--- config.mk ---
export PLATFORM = sky130hd
export DESIGN_NAME = alu_result_stage_flat
export DESIGN_NICKNAME = d
export VERILOG_FILES = /design/src/rtl/alu_result_stage_pkg.sv /design/src/rtl/alu_result_stage_if.sv /design/src/rtl/alu_result_fifo.sv /design/src/rtl/alu_result_stage.sv /design/src/flat_wrapper.sv
export SDC_FILE = /design/constraint.sdc
export NUM_CORES = 1
export LEC_CHECK = 0
export CORE_AREA = 10 10 161 163
export DETAILED_ROUTE_END_ITERATION = 16
export DIE_AREA = 0 0 171 173
export HOLD_SLACK_MARGIN = 0.1
export PLACE_DENSITY_LB_ADDON = 0.08
export SLEW_MARGIN = 20
export SYNTH_ARGS = -nofsm -noshare
export SYNTH_HDL_FRONTEND = slang
export SYNTH_HIERARCHICAL = 1
export SYNTH_SLANG_ARGS = --single-unit
--- constraint.sdc ---
create_clock -name clk -period 3.7 [get_ports clk]
set_input_delay 0.74 -clock clk [delete_from_list [all_inputs] [get_ports clk]]
set_output_delay 0.74 -clock clk [all_outputs]
set_load 0.02 [all_outputs]
--- src/rtl/alu_result_stage_pkg.sv ---
// Shared opcodes, flag bit positions and result-entry layout for the ALU result stage.
// Latency: none (types and constants only).
// Backpressure: n/a.
package alu_result_stage_pkg;

    typedef enum logic [2:0] {
        OP_SUMA  = 3'b000,
        OP_RESTA = 3'b001,
        OP_MULT  = 3'b010,
        OP_DIV   = 3'b011,
        OP_AND   = 3'b100,
        OP_OR    = 3'b101,
        OP_XOR   = 3'b110,
        OP_NOR   = 3'b111
    } alu_op_e;

    localparam int OPND_W = 16;
    localparam int RES_W  = 32;
    localparam int FLAG_W = 4;

    // Bit positions inside out_flags = {div0, neg, carry, zero}
    localparam int FLAG_ZERO  = 0;
    localparam int FLAG_CARRY = 1;
    localparam int FLAG_NEG   = 2;
    localparam int FLAG_DIV0  = 3;

    // Result reported for any divide by zero, whatever the ALU produced
    localparam logic [RES_W-1:0] DIV0_RESULT = 32'h0000_FFFF;

    // One FIFO entry: flags in the top nibble, result below
    typedef struct packed {
        logic [FLAG_W-1:0] flags;
        logic [RES_W-1:0]  result;
    } result_entry_t;

    localparam int ENTRY_W = $bits(result_entry_t);

    function automatic logic [FLAG_W-1:0] pack_flags(input logic div0,
                                                     input logic neg,
                                                     input logic carry,
                                                     input logic zero);
        logic [FLAG_W-1:0] f;
        f             = '0;
        f[FLAG_DIV0]  = div0;
        f[FLAG_NEG]   = neg;
        f[FLAG_CARRY] = carry;
        f[FLAG_ZERO]  = zero;
        return f;
    endfunction

endpackage

--- src/rtl/alu_result_stage_if.sv ---
// Request, external-ALU and result handshake bundle for alu_result_stage.
// Latency: none (wiring only).
// Backpressure: in_valid/in_ready on requests, out_valid/out_ready on results.
interface alu_result_stage_if;

    // Request side
    logic        in_valid;
    logic        in_ready;
    logic [2:0]  in_op;
    logic [15:0] in_a;
    logic [15:0] in_b;

    // External ALU: registered operands out, combinational results back
    logic [15:0] alu_a;
    logic [15:0] alu_b;
    logic [16:0] alu_suma;
    logic [15:0] alu_resta;
    logic [31:0] alu_mult;
    logic [15:0] alu_div;
    logic [15:0] alu_and;
    logic [15:0] alu_or;
    logic [15:0] alu_xor;
    logic [15:0] alu_nor;

    // Result side
    logic        out_valid;
    logic        out_ready;
    logic [31:0] out_result;
    logic [3:0]  out_flags;
    logic        err_div0;

    // The stage itself
    modport slave (
        input  in_valid, in_op, in_a, in_b,
        input  alu_suma, alu_resta, alu_mult, alu_div,
        input  alu_and, alu_or, alu_xor, alu_nor,
        input  out_ready,
        output in_ready, alu_a, alu_b,
        output out_valid, out_result, out_flags, err_div0
    );

    // Requester / ALU / consumer environment
    modport master (
        output in_valid, in_op, in_a, in_b,
        output alu_suma, alu_resta, alu_mult, alu_div,
        output alu_and, alu_or, alu_xor, alu_nor,
        output out_ready,
        input  in_ready, alu_a, alu_b,
        input  out_valid, out_result, out_flags, err_div0
    );

endinterface

--- src/rtl/alu_result_fifo.sv ---
// Result FIFO: DEPTH-entry circular buffer feeding a registered head (show-ahead) stage.
// Latency: an entry pushed on edge M is presented at the head after edge M+1.
// Backpressure: head holds while pop_i is low; push is ignored if the buffer is full.
module alu_result_fifo
    import alu_result_stage_pkg::*;
#(
    parameter int DEPTH = 4,
    parameter int WIDTH = ENTRY_W,
    localparam int PTR_W = (DEPTH > 1) ? $clog2(DEPTH) : 1,
    localparam int CNT_W = $clog2(DEPTH + 1)
) (
    input  logic             clk,
    input  logic             rst,
    input  logic             push_i,
    input  logic [WIDTH-1:0] push_dat_i,
    input  logic             pop_i,
    output logic             head_vld_o,
    output logic [WIDTH-1:0] head_dat_o,
    output logic [CNT_W-1:0] count_o
);

    logic [WIDTH-1:0] mem_q [DEPTH];
    logic [PTR_W-1:0] wr_ptr_q, wr_ptr_d;
    logic [PTR_W-1:0] rd_ptr_q, rd_ptr_d;
    logic [CNT_W-1:0] mem_cnt_q, mem_cnt_d;
    logic             head_vld_q, head_vld_d;
    logic [WIDTH-1:0] head_dat_q, head_dat_d;

    logic do_push;
    logic do_pop;
    logic do_load;

    // Guards make push-when-full and pop-when-empty no-ops
    assign do_push = push_i && (mem_cnt_q != CNT_W'(DEPTH));
    assign do_pop  = pop_i && head_vld_q;
    // Refill the head whenever it is empty or being consumed this cycle
    assign do_load = (mem_cnt_q != '0) && (!head_vld_q || do_pop);

    // Next-state for pointers, buffer occupancy and the head register
    always_comb begin
        wr_ptr_d   = wr_ptr_q;
        rd_ptr_d   = rd_ptr_q;
        head_vld_d = head_vld_q;
        head_dat_d = head_dat_q;
        if (do_push) begin
            wr_ptr_d = wr_ptr_q + PTR_W'(1);
        end
        if (do_load) begin
            rd_ptr_d   = rd_ptr_q + PTR_W'(1);
            head_vld_d = 1'b1;
            head_dat_d = mem_q[rd_ptr_q];
        end else if (do_pop) begin
            head_vld_d = 1'b0;
        end
        mem_cnt_d = mem_cnt_q + CNT_W'(do_push) - CNT_W'(do_load);
    end

    // Control state; reset empties the FIFO but leaves storage untouched
    always_ff @(posedge clk) begin
        if (rst) begin
            wr_ptr_q   <= '0;
            rd_ptr_q   <= '0;
            mem_cnt_q  <= '0;
            head_vld_q <= 1'b0;
            head_dat_q <= '0;
        end else begin
            wr_ptr_q   <= wr_ptr_d;
            rd_ptr_q   <= rd_ptr_d;
            mem_cnt_q  <= mem_cnt_d;
            head_vld_q <= head_vld_d;
            head_dat_q <= head_dat_d;
        end
    end

    // Storage write; nothing is written on a reset edge
    always_ff @(posedge clk) begin
        if (!rst && do_push) begin
            mem_q[wr_ptr_q] <= push_dat_i;
        end
    end

    assign head_vld_o = head_vld_q;
    assign head_dat_o = head_dat_q;
    // Occupancy counts the head register as well as the buffer
    assign count_o    = mem_cnt_q + CNT_W'(head_vld_q);

endmodule

--- src/rtl/alu_result_stage.sv ---
// ALU result stage: registers operands for an external ALU, then queues the selected result and flags.
// Latency: request accepted on edge N is at out_valid after edge N+2 (FIFO empty); one op in flight at a time.
// Backpressure: in_ready = (queued + in-flight) < DEPTH from registered state; head is held while out_ready is low.
// Build option: ALU_DIV0_TRAP_EN makes err_div0 a sticky divide-by-zero flag; otherwise err_div0 is tied low.
module alu_result_stage
    import alu_result_stage_pkg::*;
#(
    parameter int DEPTH = 4
) (
    input  logic              clk,
    input  logic              rst,
    alu_result_stage_if.slave bus_if
);

    localparam int CNT_W = $clog2(DEPTH + 1);
    localparam int OCC_W = CNT_W + 1;

    logic              in_flight_q, in_flight_d;
    alu_op_e           op_q, op_d;
    logic [OPND_W-1:0] alu_a_q, alu_a_d;
    logic [OPND_W-1:0] alu_b_q, alu_b_d;

    logic              accept;
    logic              push;
    logic              pop;
    logic [CNT_W-1:0]  fifo_count;
    logic [OCC_W-1:0]  occupancy;
    result_entry_t     push_entry;
    result_entry_t     head_entry;
    logic              head_vld;

    logic [RES_W-1:0]  sel_result;
    logic              sel_neg;
    logic              sel_carry;
    logic              sel_div0;

    // Occupancy uses registered count only, so a same-cycle pop never raises in_ready
    assign occupancy       = {1'b0, fifo_count} + OCC_W'(in_flight_q);
    assign bus_if.in_ready = occupancy < OCC_W'(DEPTH);

    assign accept = bus_if.in_valid && bus_if.in_ready;
    // The in-flight op always completes on the edge after it was accepted
    assign push   = in_flight_q;
    assign pop    = head_vld && bus_if.out_ready;

    // Operand/opcode capture on accept; in-flight follows accept one edge later
    always_comb begin
        alu_a_d     = alu_a_q;
        alu_b_d     = alu_b_q;
        op_d        = op_q;
        in_flight_d = accept;
        if (accept) begin
            alu_a_d = bus_if.in_a;
            alu_b_d = bus_if.in_b;
            op_d    = alu_op_e'(bus_if.in_op);
        end
    end

    // Operand and in-flight registers; reset drops any op in flight
    always_ff @(posedge clk) begin
        if (rst) begin
            in_flight_q <= 1'b0;
            op_q        <= OP_SUMA;
            alu_a_q     <= '0;
            alu_b_q     <= '0;
        end else begin
            in_flight_q <= in_flight_d;
            op_q        <= op_d;
            alu_a_q     <= alu_a_d;
            alu_b_q     <= alu_b_d;
        end
    end

    assign bus_if.alu_a = alu_a_q;
    assign bus_if.alu_b = alu_b_q;

    // Pick the ALU output for the registered opcode and derive neg/carry/div0
    always_comb begin
        sel_result = '0;
        sel_neg    = 1'b0;
        sel_carry  = 1'b0;
        sel_div0   = 1'b0;
        case (op_q)
            OP_SUMA: begin
                sel_result = {15'd0, bus_if.alu_suma};
                sel_carry  = bus_if.alu_suma[16];
            end
            OP_RESTA: begin
                sel_result = {16'd0, bus_if.alu_resta};
                sel_neg    = bus_if.alu_resta[15];
                sel_carry  = alu_a_q < alu_b_q;
            end
            OP_MULT: begin
                sel_result = bus_if.alu_mult;
                sel_neg    = bus_if.alu_mult[31];
            end
            OP_DIV: begin
                if (alu_b_q == '0) begin
                    sel_result = DIV0_RESULT;
                    sel_div0   = 1'b1;
                end else begin
                    sel_result = {16'd0, bus_if.alu_div};
                end
            end
            OP_AND:  sel_result = {16'd0, bus_if.alu_and};
            OP_OR:   sel_result = {16'd0, bus_if.alu_or};
            OP_XOR:  sel_result = {16'd0, bus_if.alu_xor};
            OP_NOR:  sel_result = {16'd0, bus_if.alu_nor};
            default: sel_result = '0;
        endcase
    end

    // Zero flag is taken from the final (possibly forced) result
    always_comb begin
        push_entry.result = sel_result;
        push_entry.flags  = pack_flags(sel_div0, sel_neg, sel_carry, sel_result == '0);
    end

    alu_result_fifo #(
        .DEPTH (DEPTH),
        .WIDTH (ENTRY_W)
    ) u_fifo (
        .clk        (clk),
        .rst        (rst),
        .push_i     (push),
        .push_dat_i (push_entry),
        .pop_i      (pop),
        .head_vld_o (head_vld),
        .head_dat_o (head_entry),
        .count_o    (fifo_count)
    );

    assign bus_if.out_valid  = head_vld;
    assign bus_if.out_result = head_entry.result;
    assign bus_if.out_flags  = head_entry.flags;

`ifdef ALU_DIV0_TRAP_EN
    logic err_div0_q, err_div0_d;

    // Sticky trap: set when a divide-by-zero result is pushed, cleared only by reset
    always_comb begin
        err_div0_d = err_div0_q | (push && push_entry.flags[FLAG_DIV0]);
    end

    // Trap register
    always_ff @(posedge clk) begin
        if (rst) begin
            err_div0_q <= 1'b0;
        end else begin
            err_div0_q <= err_div0_d;
        end
    end

    assign bus_if.err_div0 = err_div0_q;
`else
    assign bus_if.err_div0 = 1'b0;
`endif

endmodule

--- src/flat_wrapper.sv ---
// flat-port wrapper written by rule: the top's interface ports become plain ports
module alu_result_stage_flat import alu_result_stage_pkg::*;
#(
    parameter int DEPTH = 4
)
  (clk, rst, bus_if_in_valid, bus_if_in_op, bus_if_in_a, bus_if_in_b, bus_if_alu_suma, bus_if_alu_resta, bus_if_alu_mult, bus_if_alu_div, bus_if_alu_and, bus_if_alu_or, bus_if_alu_xor, bus_if_alu_nor, bus_if_out_ready, bus_if_in_ready, bus_if_alu_a, bus_if_alu_b, bus_if_out_valid, bus_if_out_result, bus_if_out_flags, bus_if_err_div0);
  alu_result_stage_if bus_if_i ();
  input  logic clk;
  input  logic rst;
  input wire logic [$bits(bus_if_i.in_valid)-1:0] bus_if_in_valid;
  input wire logic [$bits(bus_if_i.in_op)-1:0] bus_if_in_op;
  input wire logic [$bits(bus_if_i.in_a)-1:0] bus_if_in_a;
  input wire logic [$bits(bus_if_i.in_b)-1:0] bus_if_in_b;
  input wire logic [$bits(bus_if_i.alu_suma)-1:0] bus_if_alu_suma;
  input wire logic [$bits(bus_if_i.alu_resta)-1:0] bus_if_alu_resta;
  input wire logic [$bits(bus_if_i.alu_mult)-1:0] bus_if_alu_mult;
  input wire logic [$bits(bus_if_i.alu_div)-1:0] bus_if_alu_div;
  input wire logic [$bits(bus_if_i.alu_and)-1:0] bus_if_alu_and;
  input wire logic [$bits(bus_if_i.alu_or)-1:0] bus_if_alu_or;
  input wire logic [$bits(bus_if_i.alu_xor)-1:0] bus_if_alu_xor;
  input wire logic [$bits(bus_if_i.alu_nor)-1:0] bus_if_alu_nor;
  input wire logic [$bits(bus_if_i.out_ready)-1:0] bus_if_out_ready;
  output wire logic [$bits(bus_if_i.in_ready)-1:0] bus_if_in_ready;
  output wire logic [$bits(bus_if_i.alu_a)-1:0] bus_if_alu_a;
  output wire logic [$bits(bus_if_i.alu_b)-1:0] bus_if_alu_b;
  output wire logic [$bits(bus_if_i.out_valid)-1:0] bus_if_out_valid;
  output wire logic [$bits(bus_if_i.out_result)-1:0] bus_if_out_result;
  output wire logic [$bits(bus_if_i.out_flags)-1:0] bus_if_out_flags;
  output wire logic [$bits(bus_if_i.err_div0)-1:0] bus_if_err_div0;
  assign bus_if_i.in_valid = bus_if_in_valid;
  assign bus_if_i.in_op = bus_if_in_op;
  assign bus_if_i.in_a = bus_if_in_a;
  assign bus_if_i.in_b = bus_if_in_b;
  assign bus_if_i.alu_suma = bus_if_alu_suma;
  assign bus_if_i.alu_resta = bus_if_alu_resta;
  assign bus_if_i.alu_mult = bus_if_alu_mult;
  assign bus_if_i.alu_div = bus_if_alu_div;
  assign bus_if_i.alu_and = bus_if_alu_and;
  assign bus_if_i.alu_or = bus_if_alu_or;
  assign bus_if_i.alu_xor = bus_if_alu_xor;
  assign bus_if_i.alu_nor = bus_if_alu_nor;
  assign bus_if_i.out_ready = bus_if_out_ready;
  assign bus_if_in_ready = bus_if_i.in_ready;
  assign bus_if_alu_a = bus_if_i.alu_a;
  assign bus_if_alu_b = bus_if_i.alu_b;
  assign bus_if_out_valid = bus_if_i.out_valid;
  assign bus_if_out_result = bus_if_i.out_result;
  assign bus_if_out_flags = bus_if_i.out_flags;
  assign bus_if_err_div0 = bus_if_i.err_div0;
  alu_result_stage #(.DEPTH(DEPTH)) u_core (.clk(clk), .rst(rst), .bus_if(bus_if_i));
endmodule
==> results.md <==
* Status: finished, final reports clean
* Data arrival time of the critical path at 3.41 ns
* Reg clk slew, reported paths at about 0.06 ns
* Reg2Reg Launch Point: u_core/op_q[2]
* First-pass GRT wire length at 43000 um
* Final Hold Vio Count at 0
* Gr usage total at 18.6%
* Final TNS setup at 0 ns
* Largest net degree at the start of global routing at 41
* Fillers at 1869
* YS warnings at 6
* CTS root buffer: clkbuf_16
* Worst path required time at 3.93 ns
* Overflow after GRT at 0
* Hold_buf cts at 0
* Post-synth EDFFs at 144
* Area delta synth->final at 36.5%
* Initial DRC Count at about 330
* CP endpoint kind: register
* First-pass DRT Iterations at 4
* Peak Freq at 0.314 GHz
* Seq/Total Area, Yosys at between 50% and 60%
* Slew Limit Fails at 0
* Hold Path Class: register to register
* TritonCTS buffer count at 24
* Hold Path Cell Cnt at 2
* Met3 WL post-DR at about 2700 um
* Die H at 173 um
* Worst vdd ir at 0.000349 V
* Final Skew at between 0.015 and 0.02 ns
* Mux cell area share after synthesis at 13.5%
* Largest family of logic cells by synthesized area: multiplexers
* Simple-gate share of the synthesized area at 9.28%
* Post-route ant nets at 0
* Leak pwr at 4.71 nW
* Cell Area, Synth at 10000 um2
* CP max FO at 24
* Slew HR at 32.4%
* RR Endpoint: u_core/u_fifo/mem_q[2][32]
* Worst Setup EP: u_core/u_fifo/mem_q[2][32]
* Die Wd at 171 um
* Met2 wire len at about 14000 um
* Synth Instances at 731
* Number of synthesized register bits at 224
* Post-route DRC at 0
* Xor/xnor share of the synthesized area at 0.263%
* Placed Cells at 1243
* Worst skew pair latency at 0.50 ns
* Setup violators final at 0
* Initial antenna violation count at 2
* Share of cells above drive strength 1 at around 18%
* Crit path kind: register to register
* Vias per inst at 5.33
* Synth Area in Compound Gates at between 10% and 20%
* Clock Sinks at 224
* Met1 WL at 11600 um
* Wirelength per Cell at 21.8 um
* Max-Cap Viols at 0
* Flop2flop setup slack at around 0.52 ns
* CTS tree: yes
* Final WL at 28100 um
* Async SR Flop Fraction at 0%
* Mean Syn Cell Area at 13.7 um2
* Std-Cell Rows at between 50 and 60
* Fin cells at 1289
* Max layer used: met5
* Starting Density at 44.3%
* CTS max path bufs at 3
* Setup crit start kind: register
* Synthesized net count at 939
* # H-tree levels at 1
* IO Count at 255
* GP Congestion at roughly 0.81
* Routed vias at slightly below 7000
* Core ar. at 22600 um2
* Number of global-route vias before repair at 7315
* Beginning of the critical path: u_core/op_q[2]
* Setup Fix Bufs, Post-CTS at 0
* Hpwl dp at 20900 um
* Fin crit period at 3.18 ns
* Post-Synth Adder-Cell Area at 3.08%
* RSZ-0062 raised after global routing: false
* Unique masters post-synth at 70
* Synth Flop Type: edfxtp_1
* Nets at 1192
* Port Buf Inserts at 253
* R2r worst-path depth at 7
* PostCTS Resize Cnt at 0
* Die footprint at approximately 30000 um2
* Worst-margin pin slew at 1.01 ns
* Final cycle utilization of the critical path at 85.9%
* Power per cell area at ~620 nW/um2
cells by family (layout without fill, tap and decap cells):
logic type	Yosys count	count (layout)
AO/OA/AOI/OAI	146	146
XOR/XNOR	3	3
adder cells (fa/ha/maj)	24	24
buffers and inverters	74	345
flip-flops	224	224
multiplexers	71	71
other	1	3
AND/OR/NAND/NOR	188	188
where the power goes:
group          switching, W  total [W]  internal, W  leakage [nW]
combinational       0.00136    0.00277      0.00141          2.39
sequential         0.000265    0.00331      0.00305          1.93
clock              0.000915    0.00243      0.00152         0.399
total               0.00254    0.00852      0.00598          4.71
placed cells by master, fill, tap and decap left out, types with 5 or more instances in the layout:
master	n
a21o_1	7
a21oi_1	47
a22o_2	35
and2_1	19
and2_2	5
buf_12	5
buf_4	15
clkbuf_1	7
clkbuf_16	25
clkdlybuf4s50_1	252
dfxtp_1	76
edfxtp_1	144
ha_1	23
inv_1	27
mux2_2	10
mux2i_1	10
mux4_2	50
nand2_1	84
nand3_1	8
nor2_1	21
nor2b_1	6
nor3_1	6
nor4_1	6
o21ai_0	18
or3_1	5
worst min-delay path by stage:
stage                                 start                            to  slack [ns]
2_1_floorplan     u_core/u_fifo/wr_ptr_q[0]     u_core/u_fifo/wr_ptr_q[0]        0.48
3_3_place_gp    u_core/u_fifo/head_dat_o[3]   u_core/u_fifo/head_dat_o[3]        0.46
3_5_place_dp    u_core/u_fifo/head_dat_o[6]   u_core/u_fifo/head_dat_o[6]        0.47
4_1_cts              u_core/bus_if.alu_a[3]        u_core/bus_if.alu_a[3]        0.48
5_1_grt        u_core/u_fifo/head_dat_o[19]  u_core/u_fifo/head_dat_o[19]        0.49
6_report             u_core/bus_if.alu_a[3]        u_core/bus_if.alu_a[3]        0.48
layer usage:
layer / vias to the layer above / GRT usage [%]
li1: 3298 / -
met1: 3322 / 23.4
met2: 231 / 29.9
met3: 20 / 7.33
met4: 2 / 3.37
met5: - / 0
through the flow:
stage	util, %	total power (W)	worst slack [ns]	hold WS (ns)	instance area (um2)
floorplan	-	0.00506	1.13	0.484	10000
global placement	56.9	0.00616	0.508	0.464	12800
detailed placement	56.9	0.00618	0.425	0.467	12800
CTS	60.5	0.00864	0.493	0.478	13700
global route	60.5	0.00898	0.300	0.490	13700
finish	60.5	0.00852	0.520	0.478	13700
state kept, by name, summed over array words and instances (netlist names):
register                  cells
u_core/u_fifo/mem_q         144
u_core/u_fifo/head_dat_o     36
u_core/bus_if.alu_a          16
u_core/bus_if.alu_b          16
u_core/op_q                   3
u_core/u_fifo/mem_cnt_q       3
u_core/u_fifo/rd_ptr_q        2
u_core/u_fifo/wr_ptr_q        2
u_core/in_flight_q            1
u_core/u_fifo/head_vld_o      1
Yosys cell counts, drive strengths merged, types with 20 or more instances:
cell type	instances	area (um2)
inv	27	101
a22o	38	377
nor2	21	78.8
a21oi	48	252
and2	24	151
buf	26	216
mux4	50	1130
dfxtp	80	1600
nand2	84	315
clkbuf	20	75.1
edfxtp	144	4320
ha	23	288
layout make-up:
type,instances,area [um2],share of cell area (%)
well taps,285,357,2.61
multi-input cells,433,3700,27.1
clock inverters,7,111,0.815
clock buffers,37,706,5.17
repair buffers,273,2740,20.1
flip-flops and latches,224,5930,43.4
inverters,28,106,0.779
diodes,2,5.00,0.0366
critical path: stages (launching register included):
cell,delay [ns]
dfxtp_2,0.69
buf_4,0.35
and3b_1,0.20
a221o_1,0.27
a22oi_1,0.15
a41oi_1,0.27
or3_1,0.46
nor4_1,0.50
Note: power is estimated with default switching activity, not from simulation.
